### src/rtl/alu_arbiter.sv
// Two-port arbiter and 3-phase sequencer (IDLE -> EXEC -> RESP) for the shared ALU.
// Define ALU_ARBITER_RR_EN for round-robin arbitration; otherwise port 0 has fixed priority.
module alu_arbiter #(
  parameter int WIDTH = 32
) (
  input  logic             clk,
  input  logic             reset,
  input  logic [1:0]       req_valid,
  output logic [1:0]       req_ready,
  input  logic [WIDTH-1:0] req_a0,
  input  logic [WIDTH-1:0] req_b0,
  input  logic [2:0]       req_op0,
  input  logic [WIDTH-1:0] req_a1,
  input  logic [WIDTH-1:0] req_b1,
  input  logic [2:0]       req_op1,
  output logic [1:0]       resp_valid,
  input  logic [1:0]       resp_ready,
  output logic [WIDTH-1:0] resp_result,
  output logic             resp_z,
  output logic [WIDTH-1:0] alu_a,
  output logic [WIDTH-1:0] alu_b,
  output logic [2:0]       alu_control,
  input  logic [WIDTH-1:0] alu_result,
  input  logic             alu_z
);

  typedef enum logic [1:0] {IDLE, EXEC, RESP} state_t;

  state_t           state, state_next;
  logic [WIDTH-1:0] op_a, op_b;
  logic [2:0]       op_ctl;
  logic             owner;
  logic             winner;
  logic             grant;

  assign grant = (state == IDLE) && (req_valid != 2'b00);

`ifdef ALU_ARBITER_RR_EN
  logic rr_ptr;

  // Pointer names the preferred port; after a grant the other port gets preference.
  always_ff @(posedge clk) begin
    if (reset)
      rr_ptr <= 1'b0;
    else if (grant)
      rr_ptr <= ~winner;
  end

  always_comb begin
    winner = rr_ptr;
    if (req_valid == 2'b01)
      winner = 1'b0;
    else if (req_valid == 2'b10)
      winner = 1'b1;
  end
`else
  always_comb winner = ~req_valid[0];
`endif

  always_ff @(posedge clk) begin
    if (reset)
      state <= IDLE;
    else
      state <= state_next;
  end

  always_comb begin
    state_next = state;
    req_ready  = 2'b00;
    resp_valid = 2'b00;
    case (state)
      IDLE: begin
        if (grant) begin
          req_ready[winner] = 1'b1;
          state_next        = EXEC;
        end
      end
      EXEC: state_next = RESP;
      RESP: begin
        resp_valid[owner] = 1'b1;
        if (resp_ready[owner])
          state_next = IDLE;
      end
      default: state_next = IDLE;
    endcase
  end

  // Operand registers feed the ALU directly, so no input reaches alu_* combinationally.
  always_ff @(posedge clk) begin
    if (reset) begin
      op_a        <= '0;
      op_b        <= '0;
      op_ctl      <= 3'b000;
      owner       <= 1'b0;
      resp_result <= '0;
      resp_z      <= 1'b0;
    end else begin
      if (grant) begin
        op_a   <= winner ? req_a1  : req_a0;
        op_b   <= winner ? req_b1  : req_b0;
        op_ctl <= winner ? req_op1 : req_op0;
        owner  <= winner;
      end
      if (state == EXEC) begin
        resp_result <= alu_result;
        resp_z      <= alu_z;
      end
    end
  end

  assign alu_a       = op_a;
  assign alu_b       = op_b;
  assign alu_control = op_ctl;

endmodule

### config.mk
export PLATFORM = sky130hd
export DESIGN_NAME = alu_arbiter
export DESIGN_NICKNAME = d
export VERILOG_FILES = /design/src/rtl/alu_arbiter.sv
export SDC_FILE = /design/constraint.sdc
export NUM_CORES = 1
export LEC_CHECK = 0
export CAP_MARGIN = 40
export CELL_PAD_IN_SITES_DETAIL_PLACEMENT = 0
export CELL_PAD_IN_SITES_GLOBAL_PLACEMENT = 1
export CORE_MARGIN = 1.5
export CORE_UTILIZATION = 25
export DETAILED_ROUTE_END_ITERATION = 8
export PLACE_DENSITY = 0.81
export SLEW_MARGIN = 40
export SYNTH_ARGS = -nofsm -noshare
export SYNTH_HDL_FRONTEND = slang
export SYNTH_SLANG_ARGS = --single-unit
### constraint.sdc
create_clock -name clk -period 5.1 [get_ports clk]
set_clock_uncertainty 0.15 [all_clocks]
set_input_delay 1.275 -clock clk [delete_from_list [all_inputs] [get_ports clk]]
set_output_delay 1.275 -clock clk [all_outputs]
set_load 0.005 [all_outputs]
==> results.txt <==
The peak supply drop is 142 µV. The fraction of layout instances using a drive strength above 1 came out at 8.23%. In the final layout, flip-flops and latches occupy 2060 µm². The slack of the worst reg-to-reg path came out at 2.16 ns. Once detail routing completed, the nets flagged for antenna violations numbered 0. The data arrival time at the worst-slack endpoint came out at 2.54 ns. The sum of internal, switching and leakage power is 2.26 mW. At the end of the flow the core is filled with cells to 44.2%.

The via count of the first global-routing pass came out at 4,151. The fraction of post-synthesis cell area in the top cell type by area came out at 46.3%. The post-synth design cell area came out at 4460 µm². Entering global routing, the biggest net connects 78 pins.

The count of distinct cell types in the synthesized netlist is 18. The number of warnings reported in the yosys synthesis log came out at 0. After clock tree synthesis, the clock-pin slew on the worst setup and hold paths is 0.07 ns. Measured in cells, the most critical reg-to-reg path has a length of 5. The number of gates resized after CTS came out at 0. The number of enable flip-flop cells after synthesis came out at 0. Global routing consumed, over all layers together, 14.6% of the routing resources. The vias per cell is 4.62. The leakage dissipation is 2.85 nW. The row count came out at 48. The number of stages on the worst hold path came out at 2. For this block, the initial DRC count from the detailed router was 148. In this run the critical register-to-register path is launched from state[1].

The headroom to the max-slew limit is 47.3%. In this run the worst hold path is classified as flop to flop. The flow ran to the end, and the final reports show no timing, DRC or antenna violations. By area the synthesized netlist is led by dfxtp_1, mux2i_1, a21oi_1.

After synthesis the netlist holds a flip-flop and latch count of 103. The total cell area at the placement stage came out at 7350 µm². Of all nets on the critical path, the largest fanout is 2. The count of fill cells added during filler insertion came out at 1,638. For met3 alone, demand over resource in global routing was 3.04%. The area of the die is 18,600 µm². The final number of setup-violating endpoints came out at 0.

Counting instances in the post-synthesis netlist gives the leading cell types as dfxtp_1, a21oi_1, mux2i_1, nand2_1, clkbuf_1. The final antenna diode count is 0. The worst-margin pin slew came out at 0.790 ns. The number of max-cap violations came out at 0. The global-route wire length before repair is 21,200 µm. During placement, the flow inserted port buffers numbering 276.

The area inside the core boundary is 17,400 µm². Measured along the y axis, the die boundary spans 137 µm. The number of nets in the final layout is 885. The net count after synthesis came out at 642. The total count of hold-check failures in the final report came out at 0. The ratio of final minimum period to clock period came out at 77.8%. The sequential fraction of the synthesis area came out at 46.3%. Derived from the worst setup path, the maximum achievable clock frequency is 252 MHz. The hold-fix buffer count after cts is 0.

The post-route DRC violation count is 0. The maximum buffer depth of the clock tree came out at 2. The die boundary width is 137 µm. In the global route stage, met2 resource usage came out at 26.5%. The detail-routed net length per standard cell is 15.2 µm. The fraction of met1 tracks used by global routing is 16.4%. For this design the ratio of total power to cell area is 295 nW/µm². STA classifies the critical path startpoint as a primary input. The starting density of the core came out at 25.7%. For this run, the leading register cell type out of synthesis is dfxtp_1. The H-tree was split into 3 levels. Counting flops with an async set or reset pin after synthesis yields a share of 0%. The area overhead of the layout relative to synthesis is 72.0%. The capturing element type of the critical path is an output port. The average size of a mapped cell is 9.50 µm².

The path with the worst hold slack has its endpoint at resp_result[8]. The gate count after technology mapping came out at 469. The startpoint of the lowest-slack hold path is resp_result[8].

The cell area after layout is 7670 µm². By instance count, the leading cell after synthesis is dfxtp_1. The detailed placement HPWL came out at 10,700 µm. The I/O pin count is 277. After global routing, the most crowded layer is met2.

The total number of vias came out at 4,350. Setup repair after global routing left no endpoint under its margin. The clock latency at the later pin of the worst-skew pair came out at 0.33 ns. The critical path class is primary input to output port.

The buffer type at the clock tree root is clkbuf_16. The dominant cell type by area after synthesis is dfxtp_1. The global-route congestion overflow total is 0. The total routed wirelength is 14,300 µm.

The number of search-and-repair iterations in the first detailed-routing pass came out at 5. The number of antenna violations at the first check in global routing was 0. The total area of multi-input combinational cells came out at 2180 µm². The clock net in this run drives a total of 103 sinks. The minimum clock period came out at 3.97 ns. The number of slew-limit violations in the final report was 0. The number of buffers created by CTS is 9.

The CTS tree is built. For the worst setup path, the data required time is 3.67 ns. The routability congestion estimate from global placement came out at 0.736.

The sum of negative setup slack came out at 0 ns. The post-CTS setup repair buffer count came out at 0. The reg-to-reg endpoint is alu_b[23].
## layout by cell type, fill, tap and decap left out
cell and n:
nand3b_1 1, nor2b_2 1, a211oi_1 37, nand2_1 67
dfxtp_1 103, nor2_1 2, buf_12 1, clkinv_2 1
bufinv_16 1, buf_4 5, clkdlybuf4s50_1 274, buf_6 2
and2_1 1, clkinv_4 2, a211oi_2 30, or2_2 1
nor3_1 1, a21oi_1 102, nand2b_2 1, and3b_1 1
clkbuf_8 3, and2_2 1, mux2i_1 68, clkbuf_16 9
nor3b_1 1, nor2_4 1
## report_power, final
part	switching [mW]	internal, mW
Sequential	0.0476	0.891
Clock	0.292	0.422
Combinational	0.249	0.362
## worst max path at each step
stage,startpoint,to,slack (ns)
floorplan,req_valid[0],req_ready[1],1.51
global placement,req_valid[1],req_ready[1],1.09
detailed placement,req_valid[1],req_ready[1],1.10
CTS,req_valid[1],req_ready[1],1.10
global route,req_valid[1],req_ready[1],1.06
finish,req_valid[1],req_ready[1],1.13
## metrics by stage
step / hold slack [ns] / worst slack, ns / std cells
after floorplan: 0.303 / 1.51 / 469
after global placement: 0.291 / 1.09 / 926
after detailed placement: 0.298 / 1.10 / 926
after CTS: 0.307 / 1.10 / 942
after global routing: 0.323 / 1.06 / 942
final: 0.303 / 1.13 / 942
## area by class of cell
class | instances | area share, %
clock buffers | 12 | 3.48
clock inverters | 4 | 0.685
multi-input cells | 316 | 28.4
flip-flops and latches | 103 | 26.9
well taps | 225 | 3.67
repair buffers | 282 | 36.8
## cell families after synthesis
family                 count (synthesis)  synth area share [%]
and+or+nand+nor                       79                  7.24
buffers and inverters                 50                  5.11
muxes                                 68                  15.3
AOI/OAI and AO/OA                    169                  26.1
DFF                                  103                  46.3
## per-layer routing
metal / vias to the layer above / share of wire (%)
li1: 2174 / -
met1: 1992 / 40
met2: 162 / 51
met3: 22 / 7.3
met4: 0 / 2.4
met5: - / 0
## sequential cells by signal (all words and copies together), names as in the netlist
register     cells
owner            1
state            2
alu_b           32
resp_result     32
alu_control      3
resp_z           1
alu_a           32
## critical path, cell delays in order
cell	delay (ns)
clkdlybuf4s50_1	0.45
or2_2	0.10
nand2_1	0.06
nor2_1	0.12
clkdlybuf4s50_1	0.54
No activity file was read; power rests on OpenSTA's default activity.
